==> config.mk <==
export PLATFORM = sky130hd
export DESIGN_NAME = dual_step_accum
export DESIGN_NICKNAME = d
export VERILOG_FILES = /design/src/rtl/dual_step_pkg.sv /design/src/rtl/dual_step_inv_check.sv /design/src/rtl/dual_step_accum.sv
export SDC_FILE = /design/constraint.sdc
export NUM_CORES = 1
export LEC_CHECK = 0
export ABC_AREA = 1
export CAP_MARGIN = 10
export CORE_MARGIN = 3
export CORE_UTILIZATION = 52
export CTS_CLUSTER_DIAMETER = 200
export DETAILED_ROUTE_END_ITERATION = 8
export PLACE_DENSITY = 0.81
export SYNTH_ARGS = -nofsm -noshare
export SYNTH_HDL_FRONTEND = slang
export SYNTH_SLANG_ARGS = --single-unit
==> constraint.sdc <==
create_clock -name clk -period 2.3 [get_ports clk]
set_input_delay 0.46 -clock clk [delete_from_list [all_inputs] [get_ports clk]]
set_output_delay 0.46 -clock clk [all_outputs]
set_load 0.005 [all_outputs]
==> src/rtl/dual_step_pkg.sv <==
// Shared types and helpers for the dual-step accumulator: FSM state encoding
// and the untruncated step-sum helper used to form the W-bit invariant constant.
package dual_step_pkg;

  typedef enum logic [1:0] {
    ST_IDLE = 2'd0,
    ST_RUN  = 2'd1,
    ST_DONE = 2'd2
  } state_e;

  // Callers truncate the result to their own W with a size cast.
  function automatic int unsigned step_sum(input int unsigned step_a,
                                           input int unsigned step_b);
    return step_a + step_b;
  endfunction

endpackage

==> src/rtl/dual_step_inv_check.sv <==
// Sticky invariant checker for dual_step_accum, compiled only when
// DUAL_STEP_INV_CHECK_EN is defined.
`ifdef DUAL_STEP_INV_CHECK_EN
module dual_step_inv_check #(
  parameter int unsigned W = 11
) (
  input  logic         clk,
  input  logic         rst,
  input  logic         check,
  input  logic [W-1:0] sum,
  input  logic [W-1:0] expected,
  output logic         inv_err
);

  logic r_err;

  // Once set the flag survives later starts; only reset clears it.
  always_ff @(posedge clk or negedge rst) begin
    if (!rst) begin
      r_err <= 1'b0;
    end else if (check && (sum != expected)) begin
      r_err <= 1'b1;
    end
  end

  assign inv_err = r_err;

endmodule
`endif

==> src/rtl/dual_step_accum.sv <==
// Dual-step accumulator: index runs 0..n, each step adds STEP_A/STEP_B to a/b
// with per-cycle pairing; optional invariant checker under DUAL_STEP_INV_CHECK_EN.
module dual_step_accum
  import dual_step_pkg::*;
#(
  parameter int unsigned W         = 11,
  parameter int unsigned STEP_A    = 1,
  parameter int unsigned STEP_B    = 2,
  parameter int unsigned DEFAULT_N = 200
) (
  input  logic         clk,
  input  logic         rst,
  input  logic         start,
  input  logic [W-1:0] n_in,
  input  logic         selector,
  output logic [W-1:0] a,
  output logic [W-1:0] b,
  output logic [W-1:0] n,
  output logic [W-1:0] i,
  output logic         busy,
  output logic         done,
  output logic         inv_err
);

  localparam logic [W-1:0] STEP_A_W    = W'(STEP_A);
  localparam logic [W-1:0] STEP_B_W    = W'(STEP_B);
  localparam logic [W-1:0] DEFAULT_N_W = W'(DEFAULT_N);
  localparam logic [W-1:0] ONE_W       = W'(1);
  localparam state_e       RESET_STATE = (DEFAULT_N_W == '0) ? ST_DONE : ST_RUN;

  state_e       r_state;
  state_e       w_state_next;
  logic [W-1:0] r_a, r_b, r_i, r_n;
  logic [W-1:0] w_a_next, w_b_next, w_i_next, w_n_next;

  always_comb begin
    w_state_next = r_state;
    w_a_next     = r_a;
    w_b_next     = r_b;
    w_i_next     = r_i;
    w_n_next     = r_n;
    case (r_state)
      ST_RUN: begin
        if (r_i < r_n) begin
          w_i_next = r_i + ONE_W;
          w_a_next = r_a + (selector ? STEP_A_W : STEP_B_W);
          w_b_next = r_b + (selector ? STEP_B_W : STEP_A_W);
          if (w_i_next == r_n) begin
            w_state_next = ST_DONE;
          end
        end else begin
          // Unreachable in normal operation; bail out without touching data.
          w_state_next = ST_DONE;
        end
      end
      default: begin
        if (start) begin
          w_n_next     = n_in;
          w_a_next     = '0;
          w_b_next     = '0;
          w_i_next     = '0;
          w_state_next = (n_in == '0) ? ST_DONE : ST_RUN;
        end
      end
    endcase
  end

  always_ff @(posedge clk or negedge rst) begin
    if (!rst) begin
      r_state <= RESET_STATE;
      r_a     <= '0;
      r_b     <= '0;
      r_i     <= '0;
      r_n     <= DEFAULT_N_W;
    end else begin
      r_state <= w_state_next;
      r_a     <= w_a_next;
      r_b     <= w_b_next;
      r_i     <= w_i_next;
      r_n     <= w_n_next;
    end
  end

  assign a    = r_a;
  assign b    = r_b;
  assign n    = r_n;
  assign i    = r_i;
  assign busy = (r_state == ST_RUN);
  assign done = (r_state == ST_DONE);

`ifdef DUAL_STEP_INV_CHECK_EN
  localparam logic [W-1:0] STEP_SUM_W = W'(step_sum(STEP_A, STEP_B));

  logic         w_enter_done;
  logic [W-1:0] w_sum_next, w_expect_next, w_sum_cur, w_expect_cur;

  assign w_enter_done  = (r_state != ST_DONE) && (w_state_next == ST_DONE);
  assign w_sum_next    = w_a_next + w_b_next;
  assign w_expect_next = STEP_SUM_W * w_n_next;
  assign w_sum_cur     = r_a + r_b;
  assign w_expect_cur  = STEP_SUM_W * r_n;

  dual_step_inv_check #(.W(W)) u_inv_check (
    .clk      (clk),
    .rst      (rst),
    .check    (w_enter_done),
    .sum      (w_sum_next),
    .expected (w_expect_next),
    .inv_err  (inv_err)
  );

  a_done_invariant : assert property (
    @(posedge clk) disable iff (!rst)
    (r_state != ST_DONE) || (w_sum_cur == w_expect_cur)
  );
`else
  assign inv_err = 1'b0;
`endif

endmodule
---- Yosys cells after proc, flatten, opt, wreduce, memory -nomap -nowiden ----
Cells that the tools add are included.
operators by class
  eq/ne operators ......................... 5
  mux-type cells .......................... 14
  add/subtract/negate cells ............... 3
  bitwise gates (word level) .............. 1
  $lt $le $gt $ge ......................... 1
  reductions and logical operators ........ 5
operators by type and width
  kind                                                                      count
  11-bit 2-to-1 mux                                                         7
  11-bit by 2-bit adder with 11-bit output                                  2
  2-bit 2-to-1 mux                                                          7
  11-bit by 1-bit adder with 11-bit output (second input constant)          1
  11-bit == test                                                            1
  11-bit zero test                                                          1
  11-bit less-than comparator                                               1
  2-bit AND reduction                                                       3
  3-bit by 2-bit inequality test with 1-bit output (second input constant)  1
  2-bit by 1-bit == test with 1-bit output (second input constant)          1
  2-bit == test (second input constant)                                     1
  2-bit by 1-bit inequality test with 1-bit output (second input constant)  1
  2-bit nonzero test                                                        1
  1-bit inverter                                                            1
storage, ports and cells
  output and inout port bits .............. 47
  logic and storage cells ................. 34
  input port bits ......................... 15
  flip-flop bits (word level) ............. 46

---- Depth between registers and ports, before layout ----
Gate-level depths: netlist (run 1).
  depth after elaboration ................. 5
  depth in mapped cells ................... 15
  mapped depth without buffers ............ 15

---- Worst setup path after synthesis (run 1) ----
Ideal clock, no wire load.
  kind .................................... input-to-reg
  start ................................... in selector
  end ..................................... reg r_b[10], in the netlist b[10]
  setup slack ............................. 128 ps
  data required time ...................... 2217 ps
  stages on the path ...................... 11
  buffers on the path ..................... 0
  arrival time ............................ 2089 ps
  cells stage by stage .................... inv_1 ha_1 inv_1 fa_1 nand3b_1 nor2_1 nand2_1 nor2_1 nand3_1 xor2_1 o21ai_0
on the way
  longest elaborated chain between the ends .. 4
RTL lines
  element                                   line                   text
  from (decl)                               dual_step_accum.sv:15  input logic selector,
  2-bit 2-to-1 mux                          dual_step_accum.sv:47  w_b_next = r_b + (selector ? STEP_B_W : STEP_A_W);
  11-bit by 2-bit adder with 11-bit output  dual_step_accum.sv:47
  11-bit 2-to-1 mux                         dual_step_accum.sv:44  if (r_i < r_n) begin
  11-bit 2-to-1 mux                         dual_step_accum.sv:42  case (r_state)
  to (signal assigned)                      dual_step_accum.sv:78  r_b <= w_b_next;
  to (decl)                                 dual_step_accum.sv:33  logic [W-1:0] r_a, r_b, r_i, r_n;
No other way between the ends. The select of a mux whose other input is x is not followed.
A chain may end at the register's enable or synchronous reset.

---- Final worst setup path (run 1) ----
  start ................................... reg r_n[7], in the netlist n[7]
  end ..................................... reg r_b[2], in the netlist b[2]
on the way
  longest elaborated chain between the ends .. 3
RTL lines
  element                                                     line                   text
  from (decl)                                                 dual_step_accum.sv:33
  from (signal assigned)                                      dual_step_accum.sv:80  r_n <= w_n_next;
  11-bit less-than comparator                                 dual_step_accum.sv:44
  2-bit by 1-bit inequality test with 1-bit output (no line)  -
  2-bit AND reduction (no line)                               -
No other way between the ends.

==> results of run 1 <==
## path summary, 6_finish.rpt
path | from | end | depth (start not counted)
setup / recovery | n[7]$_DFFE_PN1P_ | b[2]$_DFFE_PN0P_ | 10
hold / removal | rst | n[8]$_DFFE_PN0P_ | 1
setup reg to reg | n[7]$_DFFE_PN1P_ | b[2]$_DFFE_PN0P_ | 10
hold reg to reg | r_state[0]$_DFFE_PN1P_ | r_state[0]$_DFFE_PN1P_ | 2
max in group asynchronous | rst | r_state[0]$_DFFE_PN1P_ | 2
min in group clk | r_state[0]$_DFFE_PN1P_ | r_state[0]$_DFFE_PN1P_ | 2
## flip-flops by register name, summed over array words and instances, names as in the netlist
signal and count:
n 11, a 11, i 11, r_state 2, b 11
## final cells by class
type | instances | area [µm²] | share of cell area
multi-input cells | 284 | 1577 | 0.4071
flip-flops and latches | 46 | 1156 | 0.2985
repair buffers | 86 | 793.3 | 0.2048
inverters | 46 | 172.7 | 0.04459
well taps | 70 | 87.58 | 0.02262
clock buffers | 6 | 72.57 | 0.01874
clock inverters | 2 | 13.76 | 0.003554
## cell usage after synthesis, types with 3 or more instances
cell type / instances / area (µm²)
nor3_1: 3 / 15.01
nor2_4: 4 / 45.04
nor4_1: 3 / 18.77
o22ai_1: 10 / 62.56
inv_2: 5 / 18.77
nand4_1: 6 / 37.54
o21ai_1: 5 / 25.02
a21oi_1: 7 / 35.03
nand3_2: 3 / 30.03
o21ai_0: 24 / 120.1
buf_2: 3 / 15.01
nand2_1: 103 / 386.6
nand3_1: 41 / 205.2
inv_1: 41 / 153.9
dfrtp_1: 42 / 1051
buf_4: 4 / 30.03
nand2_2: 6 / 37.54
xor2_1: 9 / 78.83
xnor2_1: 5 / 43.79
ha_1: 16 / 200.2
dfstp_2: 4 / 105.1
nor2_1: 27 / 101.4
## cell families (layout without fill, tap and decap cells)
family	Yosys count	count (layout)	synth area share
AND/OR/NAND/NOR	201	201	0.3112
buffers and inverters	55	140	0.07959
AO/OA/AOI/OAI	50	50	0.09399
flip-flops	46	46	0.3912
adder cells (fa/ha/maj)	18	18	0.08129
XOR/XNOR	14	14	0.04149
other	1	1	0.001269
## placed cells by master (no fill, tap or decap), types with 4 or more instances in the layout
master | synthesis | routed
clkdlybuf4s50_1 | 0 | 58
o21ai_1 | 5 | 7
nor2_1 | 27 | 26
nand3_1 | 41 | 41
inv_2 | 5 | 6
clkbuf_8 | 1 | 5
dfstp_2 | 4 | 4
xnor2_1 | 5 | 5
dfrtp_1 | 42 | 42
nand2_2 | 6 | 6
nand4_1 | 6 | 6
o22ai_1 | 10 | 10
inv_1 | 41 | 40
xor2_1 | 9 | 8
nand2_1 | 103 | 103
nor2_4 | 4 | 4
o21ai_0 | 24 | 22
buf_4 | 4 | 26
ha_1 | 16 | 16
a21oi_1 | 7 | 7
## power breakdown
part / leakage (nW) / internal (mW) / switching (mW) / total, mW
Sequential: 0.605 / 1.03 / 0.186 / 1.22
Clock: 0.0452 / 0.215 / 0.292 / 0.507
Combinational: 1.12 / 0.852 / 1.12 / 1.97
Total: 1.77 / 2.10 / 1.60 / 3.70
## what timing repair did
| item | CTS | global route |
|---|---|---|
| pin swaps | 1 | 3 |
| buffers inserted | 5 | 3 |
| gates resized for setup | 2 | 5 |
| setup endpoints to repair | 1 | 4 |
## metrics by stage
step                power (mW)  utilization
finish                   3.700       0.7303
global route             3.994       0.7303
CTS                      3.656       0.7237
detailed placement       3.153       0.6999
global placement         3.103       0.6999
floorplan                2.311            -
## critical path: stages (launching register included)
cell      delay (ps)
dfstp_2          560
inv_1             90
ha_1             290
nand4_1           80
inv_1            100
nand4_1          110
o211ai_2         320
nand2_4          160
buf_4            250
nand3_1          100
o21ai_1           60
## per-layer routing
| metal | up-vias | GRT usage | share of wire |
|---|---|---|---|
| li1 | 1428 | - | - |
| met5 | - | 0 | 0 |
| met4 | 0 | 0.09122 | 0.018 |
| met2 | 125 | 0.4202 | 0.49 |
| met3 | 17 | 0.04213 | 0.055 |
| met1 | 1391 | 0.3556 | 0.43 |
==> summary.txt, run 1 <==
Status
  – Outcome: completed

Timing
  – Endpoints failing setup: 0
  – Fmax: 449.7 MHz
  – Tcrit/Tclk final: 0.9668
  – Hold slack: 144.8 ps
  – Setup_tns: 0 ps
  – Relative slew margins: 0.6096
  – Slew Limit Fails: 0
  – Final worst slack: 76.27 ps
  – Hold Vio Cnt, Final: 0
  – Worst Tran Pin Value: 585.5 ps
  – Clock skew: 11.41 ps
  – Crit path time final: 2224 ps

Route
  – DRT Pass-1 Iters: 5
  – Post-route DRC: 0
  – Drt first-iter violations: 199
  – Detailed Route WL: 8092 µm
  – ANT nets after route: 0
  – Routed wire length per instance: 14.99 µm
  – Via-to-Cell Ratio: 5.483
  – Vias post-DR: 2,961

Cells and area
  – Non-filler cells, final: 540
  – Nets: 502
  – Final instance area: 3872 µm²
  – Layout cells sized above 1: 0.1383
  – Antenna Diode Count: 0
  – Area grow syn2layout: 31.03%
  – Fill cells: 410

Synthesis
  – Sequential area share after synthesis: 0.3912
  – FFs w/ async S/R, synth: 1.000
  – Post-Syn Area per Cell: 7.676 µm²
  – Number of library cell types mapped by synthesis: 32
  – Cell count after synthesis: 385
  – EDFF count, synth: 0
  – Synth Warn #: 0
  – Synthesized flop and latch total: 46
  – Ys flop type: dfrtp_1
  – Synth Cell Area: 2955 µm²
  – Net count after synthesis: 418

Placed design
  – Placed inst area: 3711 µm²
  – Dpl hpwl: 5893 µm
  – Number of port buffers: 60
  – Placement Setup Slack: -354.7 ps
  – Final GP Congestion: 0.9048
  – Cell Count Post-Placement: 524

Flow run
  – Max-Cap Viols: 0

Power and ir drop
  – Static leakage: 1.773 nW
  – Pwr Density: 955.4 nW/µm²
  – Worst vdd ir: 782.9 µV

Clock network
  – Reg clk slew, reported paths: 100 ps
  – Worst skew pair latency: 310 ps
  – CTS Sinks: 46
  – CTS Hold Buffers Added: 0
  – Root buf cell: clkbuf_8
  – H-Tree Depth: 2
  – Number of CTS-inserted buffers: 5
  – TritonCTS clock tree: built
  – Clock tree buffer depth: 2

Worst setup path
  – Worst setup path category: flip-flop to flip-flop
  – WP data required: 2510 ps
  – CP arrival: 2430 ps
  – CP Launch Type: flip-flop
  – Setup crit end kind: flip-flop
  – R2R setup slack: 80 ps
  – CP max FO: 19

GRT
  – Vias in the first global route: 2,856
  – Congestion Overflow GR: 0
  – Largest net degree at the start of global routing: 25
  – Tot GR Track Use: 0.2611
  – Initial antenna violation count: 0
  – First-pass GRT wire length: 13,320 µm

Floorplan
  – Die span in y: 81.39 µm
  – Core box area: 5303 µm²
  – Num ports: 62
  – DIE WIDTH: 81.39 µm
  – Initial Util: 0.5573
  – Die area: 6624 µm²
  – Num rows: 26

Hold path
  – Hold/Removal Path Class: primary input to asynchronous set/reset pin
Note: power is estimated with default switching activity, not from simulation.
==> run 2, diff against run 1 <==
--- a/config.mk
+++ b/config.mk
@@ -11,6 +11,7 @@
 export CORE_UTILIZATION = 52
 export CTS_CLUSTER_DIAMETER = 200
 export DETAILED_ROUTE_END_ITERATION = 8
+export MAX_ROUTING_LAYER = met4
 export PLACE_DENSITY = 0.81
 export SYNTH_ARGS = -nofsm -noshare
 export SYNTH_HDL_FRONTEND = slang
==> run 2 against run 1 <==
  * Register-to-register slack improved by 50 ps
  * Clock power increased by 48%
  * Clock-buffer cell count unchanged
  * First-iteration DRC count increased by 17%
  * Critical path depth decreased by 7
  * Die area unchanged
  * Utilization increased by 0.97 points
  * Global-route usage increased by 1.2 points
  * Sequential cell count unchanged
  * Cell count unchanged
  * Final area increased by 1.3%
  * Combinational power about the same
  * Critical endpoint is now busy
  * Largest cell class unchanged
  * Largest power group unchanged
  * Highest routed layer unchanged
==> summary.txt, run 2 (same netlist as run 1, synthesis figures left out) <==
Timing
  – Setup_tns: 0 ps (unchanged)
  – Slew Limit Fails: 0 (unchanged)
  – Clock skew: 13.27 ps (was 11.41 ps)
  – Crit path time final: 2177 ps (was 2224 ps)
  – RSZ-0062 raised after global routing: false
  – Tcrit/Tclk final: 0.9464 (was 0.9668)
  – Hold Vio Cnt, Final: 0 (unchanged)
  – Endpoints failing setup: 0 (unchanged)
  – Worst Tran Pin Value: 594.4 ps (was 585.5 ps)
  – Relative slew margins: 0.6038 (was 0.6096)
  – Fmax: 459.4 MHz (was 449.7 MHz)

Worst setup path
  – Worst path slowest cell: dfstp_2 (unchanged)
  – Setup crit end kind: primary output (was flip-flop)
  – CP Cell Sequence: nand2_1, inv_2, clkdlybuf4s50_1 (was inv_1, ha_1, nand4_1, inv_1, nand4_1, o211ai_2, nand2_4, buf_4, nand3_1, o21ai_1)
  – Bufs and invs on worst path: 2 (was 3)
  – WP data required: 1840 ps (was 2510 ps)
  – CP peak stage delay: 540 ps (was 560 ps)
  – CP Launch Type: flip-flop (unchanged)
  – Worst setup path category: flip-flop to primary output (was flip-flop to flip-flop)
  – CP arrival: 1720 ps (was 2430 ps)
  – Top delay family on crit path: buffers and inverters (was flip-flops)
  – CP max FO: 7 (was 19)

Flow run
  – Max-Cap Viols: 0 (unchanged)

GRT
  – Met3 Track Usage GR: 0.04989 (was 0.04213)
  – First-pass GRT wire length: 13,410 µm (was 13,320 µm)
  – Congestion Overflow GR: 0 (unchanged)
  – Largest net degree at the start of global routing: 25 (unchanged)
  – GRT busiest layer: met2 (unchanged)
  – Initial antenna violation count: 0 (unchanged)
  – Met2 layer usage reported by global route: 0.4226 (was 0.4202)
  – Tot GR Track Use: 0.2727 (was 0.2611)
  – Vias in the first global route: 2,942 (was 2,856)
  – GR Util met1: 0.3470 (was 0.3556)

Clock network
  – H-Tree Depth: 2 (unchanged)
  – Number of CTS-inserted buffers: 5 (unchanged)
  – Worst skew pair latency: 300 ps (was 310 ps)
  – TritonCTS clock tree: built (unchanged)
  – Reg clk slew, reported paths: 90 ps (was 100 ps)
  – CTS Sinks: 46 (unchanged)
  – Clock tree buffer depth: 2 (unchanged)
  – Root buf cell: clkbuf_8 (unchanged)

Cells and area
  – Nets: 502 (unchanged)
  – Non-filler cells, final: 540 (unchanged)
  – Layout cells sized above 1: 0.1404 (was 0.1383)
  – Commonest non-fill, non-tap cell in the layout: nand2_1 (unchanged)
  – Area grow syn2layout: 32.77% (was 31.03%)
  – Commonest non-fill, non-tap cells in the layout: 103 x nand2_1, 58 x clkdlybuf4s50_1, 42 x dfrtp_1 (unchanged)
  – Antenna Diode Count: 0 (unchanged)

Route
  – DRT Pass-1 Iters: 5 (unchanged)
  – Vias post-DR: 2,970 (was 2,961)
  – Drt first-iter violations: 232 (was 199)
  – ANT nets after route: 0 (unchanged)
  – Via-to-Cell Ratio: 5.500 (was 5.483)
  – Routed wire length per instance: 14.99 µm (about the same)
  – Post-route DRC: 0 (unchanged)
  – Detailed Route WL: 8096 µm (was 8092 µm)

Floorplan
  – Core box area: 5303 µm² (unchanged)
  – DIE WIDTH: 81.39 µm (unchanged)
  – Die area: 6624 µm² (unchanged)
  – Die span in y: 81.39 µm (unchanged)
  – Num ports: 62 (unchanged)
  – Num rows: 26 (unchanged)
  – Initial Util: 0.5573 (unchanged)

Hold path
  – Hold/Removal Path Class: primary input to asynchronous set/reset pin (unchanged)

Power and ir drop
  – Worst vdd ir: 708.7 µV (was 782.9 µV)
  – Static leakage: 1.796 nW (was 1.773 nW)
  – Pwr Density: 1000 nW/µm² (was 955.4 nW/µm²)

Placed design
  – Final GP Congestion: 0.9103 (was 0.9048)
  – Number of port buffers: 60 (unchanged)
  – Dpl hpwl: 5961 µm (was 5893 µm)
  – Cell Count Post-Placement: 524 (unchanged)

Status
  – Outcome: completed (unchanged)
-- run 2: layout make-up --
type,count,area (µm²)
inverter,46,172.7
sequential,46,1156
fill,408,1379
tap,70,87.58
clock buffer,6,82.58
clock inverter,2,60.06
multi-input combinational,284,1572
timing repair buffer,86,793.3
-- run 2: worst paths after layout --
kind                                           to  depth (start not counted)              startpoint  slack [ps]
max                                          busy                          3  r_state[0]$_DFFE_PN1P_         120
min                              n[8]$_DFFE_PN0P_                          1                     rst         150
max reg2reg                      i[1]$_DFFE_PN0P_                         10        n[7]$_DFFE_PN1P_         130
min reg2reg                r_state[0]$_DFFE_PN1P_                          2  r_state[0]$_DFFE_PN1P_         480
max in group asynchronous  r_state[0]$_DFFE_PN1P_                          2                     rst        1470
min in group clk           r_state[0]$_DFFE_PN1P_                          2  r_state[0]$_DFFE_PN1P_         480
-- run 2: where the power goes --
part           internal, mW  total (mW)  switching (mW)
Clock                 0.464       0.749           0.286
Combinational         0.836        1.95            1.12
Sequential             1.03        1.22           0.188
-- run 2: through the flow --
step | utilization | setup slack (ps) | total power, mW | area (µm²) | hold slack (ps)
2_1_floorplan | - | 127.8 | 2.311 | 2955 | 164.4
3_3_place_gp | 0.6999 | -286.8 | 3.101 | 3711 | 459.5
3_5_place_dp | 0.6999 | -404.9 | 3.154 | 3711 | 468.3
4_1_cts | 0.7362 | 26.26 | 3.912 | 3904 | 164.3
5_1_grt | 0.7400 | 7.041 | 4.207 | 3924 | 175.4
6_report | 0.7400 | 123.3 | 3.925 | 3924 | 154.6
-- run 2: layer usage --
metal	routed length (µm)	share of wire
met1	3505	0.43
met2	3866	0.48
met3	515	0.064
met4	209	0.026
met5	0	0
-- run 2: what timing repair did --
| action | CTS | global route |
|---|---|---|
| cloned | 0 | 0 |
| pin swaps | 2 | 2 |
| gates resized for setup | 3 | 3 |
| setup endpoints to repair | 2 | 4 |
| hold buffers | 0 | 0 |
| setup buffers | 6 | 2 |
==> variant: new RTL, config.mk and constraints of run 1 <==
Add an input register stage for `start`, `n_in` and `selector`; this delays them by one clock.
--- a/src/rtl/dual_step_accum.sv
+++ b/src/rtl/dual_step_accum.sv
@@ -28,6 +28,16 @@
   localparam logic [W-1:0] ONE_W       = W'(1);
   localparam state_e       RESET_STATE = (DEFAULT_N_W == '0) ? ST_DONE : ST_RUN;
 
+  logic start_q;
+  logic [W-1:0] n_q;
+  logic selector_q;
+
+  always_ff @(posedge clk) begin
+    start_q    <= start;
+    n_q        <= n_in;
+    selector_q <= selector;
+  end
+
   state_e       r_state;
   state_e       w_state_next;
   logic [W-1:0] r_a, r_b, r_i, r_n;
@@ -43,8 +53,8 @@
       ST_RUN: begin
         if (r_i < r_n) begin
           w_i_next = r_i + ONE_W;
-          w_a_next = r_a + (selector ? STEP_A_W : STEP_B_W);
-          w_b_next = r_b + (selector ? STEP_B_W : STEP_A_W);
+          w_a_next = r_a + (selector_q ? STEP_A_W : STEP_B_W);
+          w_b_next = r_b + (selector_q ? STEP_B_W : STEP_A_W);
           if (w_i_next == r_n) begin
             w_state_next = ST_DONE;
           end
@@ -54,12 +64,12 @@
         end
       end
       default: begin
-        if (start) begin
-          w_n_next     = n_in;
+        if (start_q) begin
+          w_n_next     = n_q;
           w_a_next     = '0;
           w_b_next     = '0;
           w_i_next     = '0;
-          w_state_next = (n_in == '0) ? ST_DONE : ST_RUN;
+          w_state_next = (n_q == '0) ? ST_DONE : ST_RUN;
         end
       end
     endcase
Formal check against the unedited RTL: not equivalent (Yosys sat finds a counterexample within 4 cycles, from zero or initial values and one cycle with rst low).
==> variant against run 1 <==
Worst setup slack improved by 0.071 ns. Critical path depth fell by 7. Sequential cell count rose by 13. Combinational power fell by 8%. Synthesized area rose by 7.7%. Utilization fell by 0.64 points. Cell count rose by 2.8%. Count of clock-buffer cells in the layout rose by 4. Largest cell class unchanged. Cell area rose by 6.7%. Clock skew barely moved. Wire length rose by 1.4%. Register-to-register slack improved by 0.08 ns. Power rose by 12%.
==> variant: results (changes against run 1) <==
| Metric | Value |
|---|---|
| Clock transition at path regs | 0.07 ns (was 0.10 ns) |
| WL/cell | 14.8 um (was 15.0 um) |
| Reg-to-reg slack, setup | 0.16 ns (was 0.08 ns) |
| Global-route wire length before repair | 13700 um (was 13300 um) |
| TritonCTS Buffers | 9 (was 5) |
| Met1 usage | 31.8% (was 35.6%) |
| Tap Cells | 72 (was 70) |
| H-tree levels | 3 (was 2) |
| Crit Path Max Fanout | 7 (was 19) |
| Signal buf overhead | 16.9% (was 20.5%) |
| Async SR Flop Fraction | 78.0% (was 100%) |
| Post-placement cell area | 3910 sq um (was 3710 sq um) |
| Share of cells above drive strength 1 | 11.2% (was 13.8%) |
| Status | complete, no violations (unchanged) |
| Critical Path Sink | busy (was b[2]) |
| Via count | 2987 (was 2961) |
| Multi-input combinational cell area | 1550 sq um (was 1580 sq um) |
| Met2 Use GR | 39.7% (was 42.0%) |
| Maximum vdd drop | 632 uV (was 783 uV) |
| Clock buffer cells | 10 (was 6) |
| Dpl ws | 0.102 ns (was -0.355 ns) |
| Worst-Skew Late Latency | 0.35 ns (was 0.31 ns) |
| Worst-margin pin slew | 0.521 ns (was 0.586 ns) |
| Power per cell area | 1010 nW/um^2 (was 955 nW/um^2) |
| Final #Nets | 511 (was 502) |
| Post-CTS resize count | 0 (was 2) |
| Skew final | 0.0114 ns (about the same) |
| Inverters | 50 (was 46) |
| CP top delay family | buffers and inverters (was flip-flops) |
| Reg-to-Reg End | i[3] (was b[2]) |
| Clock-cell share of area | 4.48% (was 2.23%) |
| Sequential element share of the synthesized area | 44.5% (was 39.1%) |
| Post-Synthesis Cells | 403 (was 385) |
| List of most frequent post-synthesis cells | nand2_1 (95), inv_1 (50), dfrtp_1 (42) (was nand2_1 (103), dfrtp_1 (42), inv_1 (41), nand3_1 (41), nor2_1 (27)) |
| Synth Net Count | 436 (was 418) |
| RD Place Congestion | 0.872 (was 0.905) |
| Finished Layout Cells | 555 (was 540) |
| Setup Fix Bufs, Post-CTS | 0 (was 5) |
[variant: worst min path at each step]
stage,from,end,slack (ns)
detailed placement,n_q[3],n[3],0.45
floorplan,rst,a[0],0.16
global route,rst,i[10],0.11
finish,rst,i[10],0.08
global placement,n_q[5],n[5],0.45
CTS,rst,i[10],0.08
[variant: layer usage]
layer,routed length [um],vias to the layer above
li1,-,1460
met1,3600,1378
met2,3890,132
met3,572,17
met4,149,0
met5,0,-
[variant: kinds of logic (layout without fill, tap and decap cells)]
kind of cell / count (synthesis) / in the layout / share of synthesized area, %
flops: 59 / 59 / 44.5
fa+ha+maj: 18 / 18 / 7.55
mux: 1 / 1 / 0.354
other cells: 1 / 1 / 0.118
xor+xnor: 11 / 11 / 3.03
simple gates: 197 / 197 / 27.4
buf+inv: 58 / 138 / 7.08
compound gates: 58 / 58 / 9.91
[variant: report_power, final]
group	switching [mW]	internal, mW	leakage [nW]
clock network	0.441	0.453	0.102
registers	0.198	1.26	0.708
logic	1.01	0.799	1.06
total	1.65	2.51	1.87
